$ cat config.mk
export PLATFORM = sky130hd
export DESIGN_NAME = photonic_result_serializer
export DESIGN_NICKNAME = d
export VERILOG_FILES = /design/src/rtl/photonic_result_serializer.sv
export SDC_FILE = /design/constraint.sdc
export NUM_CORES = 1
export LEC_CHECK = 0
export CORE_UTILIZATION = 60
export DETAILED_ROUTE_END_ITERATION = 6
export PLACE_DENSITY = 0.87
export SYNTH_ARGS = -nofsm -noshare
export SYNTH_HDL_FRONTEND = slang
export SYNTH_SLANG_ARGS = --single-unit
export TNS_END_PERCENT = 1
$ cat constraint.sdc
create_clock -name clk -period 7.3 [get_ports clk]
set_input_delay 1.825 -clock clk [delete_from_list [all_inputs] [get_ports clk]]
set_output_delay 1.825 -clock clk [all_outputs]
set_load 0.005 [all_outputs]
$ cat src/rtl/photonic_result_serializer.sv
// Buffers whole result vectors from the final MZI layer in a small FIFO and
// streams them out one lane sample per beat, lane 0 first.
module photonic_result_serializer #(
   parameter int LANES     = 2,
   parameter int PRECISION = 8,
   parameter int DEPTH     = 4
) (
   input  logic                          clk,
   input  logic                          rst,
   input  logic [LANES*PRECISION-1:0]    data_in,
   input  logic                          valid_in,
   output logic [PRECISION-1:0]          tx_data,
   output logic                          tx_valid,
   input  logic                          tx_ready,
   output logic                          tx_last,
   output logic [$clog2(DEPTH):0]        fifo_count,
   output logic                          overflow,
   input  logic                          clr_ovf,
   output logic [7:0]                    drop_count,
   output logic [0:0]                    state_dbg
);

   localparam int VW = LANES * PRECISION;
   localparam int PW = $clog2(DEPTH);
   localparam int IW = $clog2(LANES);
   localparam logic [PW:0]   FULL     = (PW + 1)'(DEPTH);
   localparam logic [PW:0]   CNT_ONE  = (PW + 1)'(1);
   localparam logic [PW-1:0] PTR_ONE  = PW'(1);
   localparam logic [IW-1:0] IDX_ONE  = IW'(1);
   localparam logic [IW-1:0] LAST_IDX = IW'(LANES - 1);

   localparam logic [0:0] S_IDLE = 1'b0;
   localparam logic [0:0] S_SEND = 1'b1;

   // Handshake: a beat transfers on a rising edge where tx_valid && tx_ready.
   // tx_valid never depends on tx_ready in the same cycle, and once raised it
   // stays high with tx_data/tx_last frozen until the beat transfers.

   logic [VW-1:0]        mem_q [DEPTH];
   logic [0:0]           state_q, state_d;
   logic [PW-1:0]        wr_ptr_q, wr_ptr_d;
   logic [PW-1:0]        rd_ptr_q, rd_ptr_d;
   logic [PW:0]          count_q, count_d;
   logic [VW-1:0]        shreg_q, shreg_d;
   logic [IW-1:0]        lane_idx_q, lane_idx_d;
   logic [PRECISION-1:0] tx_data_q, tx_data_d;
   logic                 tx_valid_q, tx_valid_d;
   logic                 tx_last_q, tx_last_d;
   logic                 overflow_q, overflow_d;
   logic [7:0]           drop_count_q, drop_count_d;

   logic          push;
   logic          drop;
   logic          pop;
   logic          fire;
   logic [VW-1:0] head;

   always_comb begin
      state_d      = state_q;
      wr_ptr_d     = wr_ptr_q;
      rd_ptr_d     = rd_ptr_q;
      count_d      = count_q;
      shreg_d      = shreg_q;
      lane_idx_d   = lane_idx_q;
      tx_data_d    = tx_data_q;
      tx_valid_d   = tx_valid_q;
      tx_last_d    = tx_last_q;
      overflow_d   = overflow_q;
      drop_count_d = drop_count_q;
      pop          = 1'b0;
      head         = mem_q[rd_ptr_q];

      // Full is judged on the start-of-cycle count, so a same-cycle pop does not rescue it.
      push = valid_in && (count_q != FULL);
      drop = valid_in && (count_q == FULL);
      fire = tx_valid_q && tx_ready;

      case (state_q)
         S_IDLE: begin
            if (count_q != '0) begin
               pop = 1'b1;
            end
         end
         S_SEND: begin
            if (fire) begin
               if (tx_last_q) begin
                  if (count_q != '0) begin
                     pop = 1'b1;
                  end else begin
                     state_d    = S_IDLE;
                     tx_valid_d = 1'b0;
                     tx_last_d  = 1'b0;
                  end
               end else begin
                  tx_data_d  = shreg_q[PRECISION-1:0];
                  shreg_d    = shreg_q >> PRECISION;
                  lane_idx_d = lane_idx_q + IDX_ONE;
                  tx_last_d  = ((lane_idx_q + IDX_ONE) == LAST_IDX);
               end
            end
         end
         default: state_d = S_IDLE;
      endcase

      if (pop) begin
         state_d    = S_SEND;
         tx_data_d  = head[PRECISION-1:0];
         shreg_d    = head >> PRECISION;
         lane_idx_d = '0;
         tx_last_d  = 1'b0;
         tx_valid_d = 1'b1;
         rd_ptr_d   = rd_ptr_q + PTR_ONE;
      end

      if (push) begin
         wr_ptr_d = wr_ptr_q + PTR_ONE;
      end

      count_d = count_q + (push ? CNT_ONE : '0) - (pop ? CNT_ONE : '0);

      // Clear wins over a simultaneous drop; the drop is still counted.
      if (clr_ovf) begin
         overflow_d = 1'b0;
      end else if (drop) begin
         overflow_d = 1'b1;
      end
      if (drop && (drop_count_q != 8'hFF)) begin
         drop_count_d = drop_count_q + 8'd1;
      end
   end

   always_ff @(posedge clk) begin
      if (rst) begin
         state_q      <= S_IDLE;
         wr_ptr_q     <= '0;
         rd_ptr_q     <= '0;
         count_q      <= '0;
         shreg_q      <= '0;
         lane_idx_q   <= '0;
         tx_data_q    <= '0;
         tx_valid_q   <= 1'b0;
         tx_last_q    <= 1'b0;
         overflow_q   <= 1'b0;
         drop_count_q <= '0;
      end else begin
         state_q      <= state_d;
         wr_ptr_q     <= wr_ptr_d;
         rd_ptr_q     <= rd_ptr_d;
         count_q      <= count_d;
         shreg_q      <= shreg_d;
         lane_idx_q   <= lane_idx_d;
         tx_data_q    <= tx_data_d;
         tx_valid_q   <= tx_valid_d;
         tx_last_q    <= tx_last_d;
         overflow_q   <= overflow_d;
         drop_count_q <= drop_count_d;
      end
   end

   always_ff @(posedge clk) begin
      if (!rst && push) begin
         mem_q[wr_ptr_q] <= data_in;
      end
   end

   assign tx_data    = tx_data_q;
   assign tx_valid   = tx_valid_q;
   assign tx_last    = tx_last_q;
   assign fifo_count = count_q;
   assign overflow   = overflow_q;
   assign drop_count = drop_count_q;
   assign state_dbg  = state_q;

endmodule

==> results.json, run 1 <==
{
  "status": "complete, no violations",
  "cts.clk_slew.worst_paths_ns": 0.10,
  "rr_startpoint": "tx_last",
  "finalCritPeriodShare": 0.5660,
  "cts_resized": 0,
  "route.antenna.remaining_nets": 0,
  "port_buffers": 43,
  "slowest_stage": "a21oi_1",
  "pre_cts_ws_ns": 2.848,
  "period_minus_slack_ns": 4.132,
  "yosys-top-cells-area": "edfxtp_1 (49%), dfxtp_1 (19%), mux4_2 (9.1%), nor2_1 (2.7%), ha_1 (1.9%)",
  "rows": 29,
  "required_ns": 7.55,
  "synth.top_cell.area_share": 0.4864,
  "ys_warn_count": 0,
  "cp.arrival_ns": 4.38,
  "ys.flop_type": "edfxtp_1",
  "cts_buffers": 9,
  "nets": 337,
  "synthDistinctLibCells": 43,
  "grt_pass1_wl_mm": 11.00,
  "holdCritStartpoint": "overflow",
  "clock_path_buffers": 2,
  "crit_path_end_kind": "register",
  "vias": 2342,
  "postCtsHoldBufs": 0,
  "path_class": "input pin to register",
  "die_area_mm2": 0.006914,
  "fin_area_mm2": 0.004626,
  "total_power_mw": 1.526,
  "maxCapViolations": 0,
  "path_cells": "clkdlybuf4s50_1, nand3_1, a21oi_1, xnor2_1, ha_1, fa_1, xnor2_1, xnor2_1, nor2_1",
  "dpl.hpwl_mm": 4.550,
  "tightestPinTransition_ns": 0.9160,
  "critPathMaxFanout": 11,
  "path_delay_family": "compound AO/OA/AOI/OAI gates",
  "ctsHtreeMaxLevel": 3,
  "slew_headroom": 0.3893,
  "ys_ff_latch": 102,
  "cts_root_buf": "clkbuf_8",
  "p_per_area_mw_per_mm2": 329.8,
  "drt-initial-drc-count": 158,
  "peakVddDrop_v": 0.0002191,
  "syn_avg_cell_area_um2": 14.85,
  "cellLeakagePower_nw": 1.570,
  "die_w_um": 83.15,
  "tritoncts": "yes",
  "grt_overflow": 0,
  "critPathBufInv": 1,
  "antenna_found_initial": 0,
  "drive_gt1_frac": 0.1210,
  "n_antenna_cell": 0,
  "skew_ns": 0.009389,
  "drc_errors": 0,
  "synth_cells": 266,
  "clk_latency_ns": 0.36,
  "placed_area_mm2": 0.004429,
  "boundaryPins": 44,
  "totalWireLength_mm": 6.961,
  "yosysTopAreaCell": "edfxtp_1",
  "setup_viol": 0,
  "crit_top_cell": "xnor2_1",
  "setup_tns_ns": 0,
  "grt_pass1_vias": 2312,
  "grt_max_degree": 39,
  "syn-cell-area_mm2": 0.003951,
  "fin_ws_ns": 3.168,
  "hold_ws_ns": 0.4914,
  "start_util": 0.6223,
  "grt.total_usage": 0.2107,
  "synthArstFlopShare": 0,
  "hp-class": "register to register",
  "drt-pass1-iter-count": 5,
  "max_freq_mhz": 242.0,
  "syn_nets": 294,
  "cp-start-kind": "input pin",
  "cp_slowest_stage_delay_ns": 0.77,
  "ys_seq_area_frac": 0.6789,
  "core_area_mm2": 0.006350,
  "routedWlPerCell_um": 17.80,
  "cts_setup_buffers": 0,
  "hold_violations": 0,
  "drv_slew": 0,
  "synth_edf_count": 64,
  "gp_congestion": 0.8820,
  "rsz0062_at_grt": "no",
  "viasPerCell": 5.990,
  "clock_sinks": 102,
  "fp.dieH_um": 83.15,
  "syn_to_final_growth_pct": 17.07,
  "cp-startpoint": "tx_ready"
}
-- cells in the final DEF (no fill, tap or decap), types with 4 or more instances in the layout --
| cell | count |
|---|---|
| edfxtp_1 | 64 |
| clkdlybuf4s50_1 | 43 |
| dfxtp_1 | 38 |
| nor2_1 | 28 |
| mux4_2 | 16 |
| nor3_1 | 13 |
| a21oi_1 | 10 |
| a22oi_1 | 9 |
| clkbuf_8 | 9 |
| nand2_1 | 8 |
| o22ai_1 | 8 |
| inv_1 | 6 |
| ha_1 | 6 |
| xnor2_1 | 5 |
| and2_1 | 5 |
| nand3_1 | 4 |
-- Yosys cell counts, types with 2 or more instances --
library cell  number
mux2i_1            3
a22oi_1            9
a211oi_1           3
a21oi_1           10
o21ai_0            2
nand3_1            4
edfxtp_1          64
mux4_2            16
nand2_1            8
inv_1              6
xnor2_1            5
buf_2              2
nor2_1            28
o22ai_1            8
nand4_1            2
and2_1             5
buf_1              2
o31ai_1            3
clkbuf_1           6
nor3_1            13
ha_1               6
dfxtp_1           38
nor2b_1            3
-- worst reg2reg max path, cell delays in order (launching register included) --
cell and delay (ns):
dfxtp_1 0.44, nand3_1 0.17, a21oi_1 0.77, xnor2_1 0.14, ha_1 0.23, fa_1 0.38
xnor2_1 0.19, xnor2_1 0.14, nor2_1 0.06
-- sequential cells by signal, indices dropped and copies added (netlist names), named ones only --
| signal | cells |
|---|---|
| lane_idx_q | 1 |
| mem_q | 64 |
| drop_count | 8 |
| rd_ptr_q | 2 |
| shreg_q | 8 |
| state_dbg | 1 |
| fifo_count | 3 |
| overflow | 1 |
| tx_last | 1 |
| tx_data | 8 |
| wr_ptr_q | 2 |
| tx_valid | 1 |
-- logic make-up (layout without fill, tap and decap cells) --
group,Yosys count,after routing,synth area share
adder cells (fa/ha/maj),7,7,0.02407
buffers and inverters,19,67,0.02185
AND/OR/NAND/NOR,71,71,0.09088
XOR/XNOR,6,6,0.01330
flip-flops,102,102,0.6789
multiplexers,20,20,0.1016
AO/OA/AOI/OAI,41,41,0.06935
-- per-layer routing --
layer  global-route usage  wire length, um  up-vias
met5                    0                0        -
met4               0.1034              168        0
met3              0.04175              483       18
met2               0.3510             3500       95
met1               0.2657             2808     1137
li1                     -                -     1092
-- report_power, final --
part           internal [mW]  switching [mW]  total (mW)
logic                  0.220           0.200       0.419
registers              0.694          0.0633       0.757
clock network          0.160           0.189       0.349
-- area by class of cell --
cell class	instances	area [um2]
timing repair buffer	45	445.4
inverter	6	22.52
multi-input combinational	145	1182
clock buffer	9	123.9
fill	401	1724
clock inverter	7	72.57
tap	77	96.34
sequential	102	2683
-- worst paths after layout --
kind	end	slack, ns	depth (start not counted)
worst max-delay path	fifo_count[2]	3.17	9
worst min-delay path	overflow	0.49	2
worst max register to register	fifo_count[2]	4.68	8
worst min register to register	overflow	0.49	2
-- metrics by stage --
step / utilization / std cells
2_1_floorplan: - / 266
3_3_place_gp: 0.6975 / 375
3_5_place_dp: 0.6975 / 375
4_1_cts: 0.7285 / 391
5_1_grt: 0.7285 / 391
6_report: 0.7285 / 391
(Power assumes the default switching activity.)
==> run 2, diff against run 1 <==
CORE_UTILIZATION = 55   (was 60)
PLACE_DENSITY = 0.81   (was 0.87)
clock period = 4.33 ns   (was 7.3 ns; I/O delays follow)
==> run 2 against run 1 <==
Effect of this change: utilization down 5.3 points; largest cell class unchanged; critical path type unchanged; register-to-register slack worse by 2.7 ns; die area grew 8.9%; first-iteration DRC count increased by 6.3%; flip-flop and latch count unchanged.
==> results.json, run 2 (synthesis results as in run 1) <==
{
  "status": "complete, no violations",
  "cts_root_buf": "clkbuf_8",
  "postCtsHoldBufs": 0,
  "p_per_area_mw_per_mm2": 548.8,
  "dpl.hpwl_mm": 4.648,
  "rows": 30,
  "fp.dieH_um": 86.76,
  "period_minus_slack_ns": 2.865,
  "die_area_mm2": 0.007527,
  "tritoncts": "yes",
  "cellLeakagePower_nw": 1.566,
  "max_freq_mhz": 349.0,
  "tightestPinTransition_ns": 1.098,
  "holdCritStartpoint": "rd_ptr_q[0]",
  "ctsHtreeMaxLevel": 3,
  "path_delay_family": "adder cells",
  "most-common-layout-cells": "edfxtp_1 (64), clkdlybuf4s50_1 (43), dfxtp_1 (38), nor2_1 (28), mux4_2 (16)",
  "peakVddDrop_v": 0.0003350,
  "cts_buffers": 9,
  "totalWireLength_mm": 7.033,
  "n_antenna_cell": 0,
  "gp_congestion": 0.7839,
  "path_cells": "clkdlybuf4s50_1, nand3_1, a21oi_1, xnor2_1, ha_1, fa_1, xnor2_1, xnor2_1, nor2_1",
  "die_w_um": 86.76,
  "nets": 337,
  "grt_max_degree": 38,
  "setup_viol": 0,
  "finalCritPeriodShare": 0.6617,
  "grt_pass1_wl_mm": 11.45,
  "skew_ns": 0.01523,
  "global_route.usage.met1": 0.2640,
  "grt_pass1_vias": 2346,
  "start_util": 0.5752,
  "cp.arrival_ns": 3.11,
  "routedWlPerCell_um": 17.15,
  "cp-start-kind": "input pin",
  "drv_slew": 0,
  "hold_violations": 0,
  "cp-startpoint": "tx_ready",
  "regMostFlops": "mem_q",
  "grt_overflow": 0,
  "slowest_stage": "clkdlybuf4s50_1",
  "fin_cells": 410,
  "syn_to_final_growth_pct": 17.38,
  "cts_setup_buffers": 0,
  "crit_path_end_kind": "register",
  "critPathMaxFanout": 4,
  "crit_top_cell": "xnor2_1",
  "busiest_layer": "met2",
  "cts_resized": 0,
  "boundaryPins": 44,
  "largest_reg_flops": 64,
  "met3_usage": 0.05524,
  "grt.total_usage": 0.2108,
  "vias": 2298,
  "cp_slowest_stage_delay_ns": 0.50,
  "drt-initial-drc-count": 168,
  "dp.cells": 394,
  "setup_tns_ns": 0,
  "port_buffers": 43,
  "required_ns": 4.58,
  "cts.clk_slew.worst_paths_ns": 0.10,
  "hp-class": "register to register",
  "clock_sinks": 102,
  "final_common_cell": "edfxtp_1",
  "clk_latency_ns": 0.37,
  "globalRouteMet2Util": 0.3485,
  "rsz0062_at_grt": "no",
  "maxCapViolations": 0,
  "slew_headroom": 0.2667,
  "drive_gt1_frac": 0.1242,
  "core_area_mm2": 0.006869,
  "rr_startpoint": "fifo_count[2]",
  "critPathBufInv": 1,
  "path_class": "input pin to register",
  "clock_path_buffers": 2,
  "viasPerCell": 5.605,
  "route.antenna.remaining_nets": 0,
  "drc_errors": 0,
  "drt-pass1-iter-count": 4,
  "antenna_found_initial": 0
}
[run 2: cell count changes in the layout (fill, tap and decap cells not counted), sizes merged]
cell    previous run  this run
bufinv             1         0
clkinv             3         2
inv                8        10
[run 2: power by group]
group          switching (mW)  internal, mW  total [mW]
clock network           0.347         0.221       0.568
registers               0.147          1.17        1.32
logic                   0.288         0.372       0.660
total                   0.782          1.76        2.55
[run 2: final timing paths]
kind / end / cells past startpoint / slack (ns)
setup / recovery: fifo_count[2] / 9 / 1.46
hold / removal: rd_ptr_q[0] / 2 / 0.49
setup reg to reg: fifo_count[2] / 8 / 1.99
hold reg to reg: rd_ptr_q[0] / 2 / 0.49
[run 2: layout make-up]
cell class / count / area, um2
clock buffers: 9 / 123.9
clock inverters: 7 / 61.31
fillers: 509 / 2231
inverters: 6 / 22.52
multi-input cells: 145 / 1182
flip-flops and latches: 102 / 2683
well taps: 96 / 120.1
repair buffers: 45 / 445.4
[run 2: stage by stage]
stage / util / power, mW / hold slack, ns / setup slack (ns) / area, um2
after CTS: 0.6752 / 2.564 / 0.4887 / 1.477 / 4638
final: 0.6752 / 2.546 / 0.4856 / 1.465 / 4638
after floorplan: - / 1.750 / 0.4544 / 1.516 / 3951
after global routing: 0.6752 / 2.672 / 0.5141 / 1.308 / 4638
after global placement: 0.6483 / 1.979 / 0.4602 / 1.152 / 4453
after detailed placement: 0.6483 / 1.998 / 0.4731 / 1.092 / 4453
[run 2: metal layers]
metal  part of all wire  routed length (um)
met1               0.44                3075
met2               0.49                3456
met3              0.057                 403
met4              0.014                  98
met5                  0                   0
[run 2: worst reg2reg max path: stages, from the launching register on]
cell and delay [ns]:
dfxtp_1 0.38, nor3_2 0.54, a21oi_1 0.17, xnor2_1 0.17, ha_1 0.21, fa_1 0.37, xnor2_1 0.18, xnor2_1 0.14
nor2_1 0.05
==> run 3, diff against run 2 <==
clock period = 2.7 ns   (was 4.33 ns; I/O delays follow)
==> run 3 against run 2 <==
Effect of this change: critical path type unchanged; critical path depth unchanged; routed wire length is 0.81% higher; setup slack worse by 1.2 ns; combinational power is 74% higher; die area did not move; worst hold slack better by 0.0052 ns; non-clock buffer count is 9 higher.
==> results.json, run 3 (synthesis results as in run 1) <==
{
  "totalWireLength_mm": 7.090,
  "met3WireLength_um": 220,
  "cts.clk_slew.worst_paths_ns": 0.09,
  "finalCritPeriodShare": 0.9011,
  "boundaryPins": 44,
  "syn_to_final_growth_pct": 18.94,
  "cts_buffers": 9,
  "routedWlPerCell_um": 16.92,
  "cp.arrival_ns": 2.66,
  "route.antenna.remaining_nets": 0,
  "peakVddDrop_v": 0.0005272,
  "cts_setup_buffers": 0,
  "critPathBufInv": 1,
  "drv_slew": 0,
  "clock_sinks": 102,
  "critPathMaxFanout": 3,
  "core_area_mm2": 0.006869,
  "final_common_cell": "edfxtp_1",
  "vias": 2330,
  "fin_ws_ns": 0.2670,
  "clk_latency_ns": 0.35,
  "total_power_mw": 4.098,
  "dp.cells": 403,
  "antenna_found_initial": 0,
  "required_ns": 2.93,
  "grt_pass1_vias": 2383,
  "dpl.hpwl_mm": 4.701,
  "max_freq_mhz": 411.0,
  "largest_reg_flops": 64,
  "cp-start-kind": "input pin",
  "crit_top_cell": "xnor2_1",
  "grt_max_degree": 38,
  "die_w_um": 86.76,
  "fin_cells": 419,
  "nets": 346,
  "path_cells": "clkdlybuf4s50_1, nand3_1, a21oi_1, xnor2_1, ha_1, fa_1, xnor2_1, xnor2_1, nor2_1",
  "path_delay_family": "adder cells",
  "drc_errors": 0,
  "regMostFlops": "mem_q",
  "path_class": "input pin to register",
  "grt_overflow": 0,
  "rows": 30,
  "final.fill_count": 478,
  "crit_path_end_kind": "register",
  "wl_met1_mm": 3.194,
  "viasPerCell": 5.561,
  "hp-class": "register to register",
  "cts_root_buf": "clkbuf_8",
  "skew_ns": 0.009741,
  "rsz0062_at_grt": "no",
  "gp_congestion": 0.8076,
  "grt_pass1_wl_mm": 11.67,
  "slowest_stage": "clkdlybuf4s50_1",
  "setup_viol": 0,
  "slew_headroom": 0.4579,
  "clock_path_buffers": 2,
  "cts_resized": 0,
  "hold_violations": 0,
  "cp_slowest_stage_delay_ns": 0.51,
  "drt-initial-drc-count": 174,
  "n_antenna_cell": 0,
  "ctsHtreeMaxLevel": 3,
  "most-common-layout-cells": "edfxtp_1 (64), clkdlybuf4s50_1 (43), dfxtp_1 (38), nor2_1 (28), mux4_2 (16)",
  "drive_gt1_frac": 0.1455,
  "top_layer_used": "met4",
  "tightestPinTransition_ns": 0.8120,
  "grt.total_usage": 0.2115,
  "pre_cts_ws_ns": -0.09279,
  "period_minus_slack_ns": 2.433,
  "port_buffers": 43,
  "maxCapViolations": 0,
  "fp.dieH_um": 86.76,
  "tritoncts": "yes",
  "drt-pass1-iter-count": 4,
  "wl_met2_mm": 3.622,
  "start_util": 0.5752,
  "die_area_mm2": 0.007527,
  "status": "complete, no violations",
  "cellLeakagePower_nw": 1.611,
  "postCtsHoldBufs": 0,
  "p_per_area_mw_per_mm2": 872.0
}
## run 3: cell types whose count changed in the layout (fill, tap and decap cells not counted)
cell / delta
buf_4: +9
clkbuf_1: +1
clkinvlp_4: -1
inv_6: +1
inv_8: -1
## run 3: where the power goes
| group | leakage, nW | switching, mW | internal [mW] | total [mW] |
|---|---|---|---|---|
| Combinational | 0.625 | 0.511 | 0.638 | 1.15 |
| Clock | 0.0936 | 0.527 | 0.353 | 0.880 |
| Sequential | 0.892 | 0.195 | 1.87 | 2.07 |
| Total | 1.61 | 1.23 | 2.87 | 4.10 |
## run 3: cell type report
class                      count  area [um2]  share of cell area
clock inverter                 6       51.30             0.01092
inverter                       6       22.52            0.004792
timing repair buffer          54       513.0              0.1092
multi-input combinational    145        1182              0.2516
tap                           96       120.1             0.02556
sequential                   102        2683              0.5708
clock buffer                  10       127.6             0.02716
## run 3: final timing paths
| kind | to | depth (start not counted) | from | slack (ns) |
|---|---|---|---|---|
| hold reg to reg | rd_ptr_q[0] | 2 | rd_ptr_q[0] | 0.49 |
| setup / recovery | fifo_count[2] | 9 | tx_ready | 0.27 |
| setup reg to reg | fifo_count[2] | 8 | fifo_count[2] | 0.51 |
| hold / removal | rd_ptr_q[0] | 2 | rd_ptr_q[0] | 0.49 |
## run 3: per-stage QoR
step,hold slack [ns],instance area (um2),TNS [ns],util
floorplan,0.4544,3951,0,-
global placement,0.4612,4521,-0.02881,0.6581
detailed placement,0.4747,4521,-0.09279,0.6581
CTS,0.4880,4700,0,0.6842
global route,0.5283,4700,0,0.6842
finish,0.4907,4700,0,0.6842
## run 3: worst reg2reg max path, cell delays in order, from the launching register on
cell,delay [ns]
dfxtp_1,0.44
inv_1,0.08
o31ai_2,0.48
xnor2_1,0.14
ha_1,0.21
fa_1,0.37
xnor2_1,0.17
xnor2_1,0.14
nor2_1,0.05
## run 3: layer usage
layer / GRT usage / vias up
li1: - / 1111
met1: 0.2797 / 1169
met2: 0.3535 / 46
met3: 0.04190 / 4
met4: 0.07121 / 0
met5: 0 / -
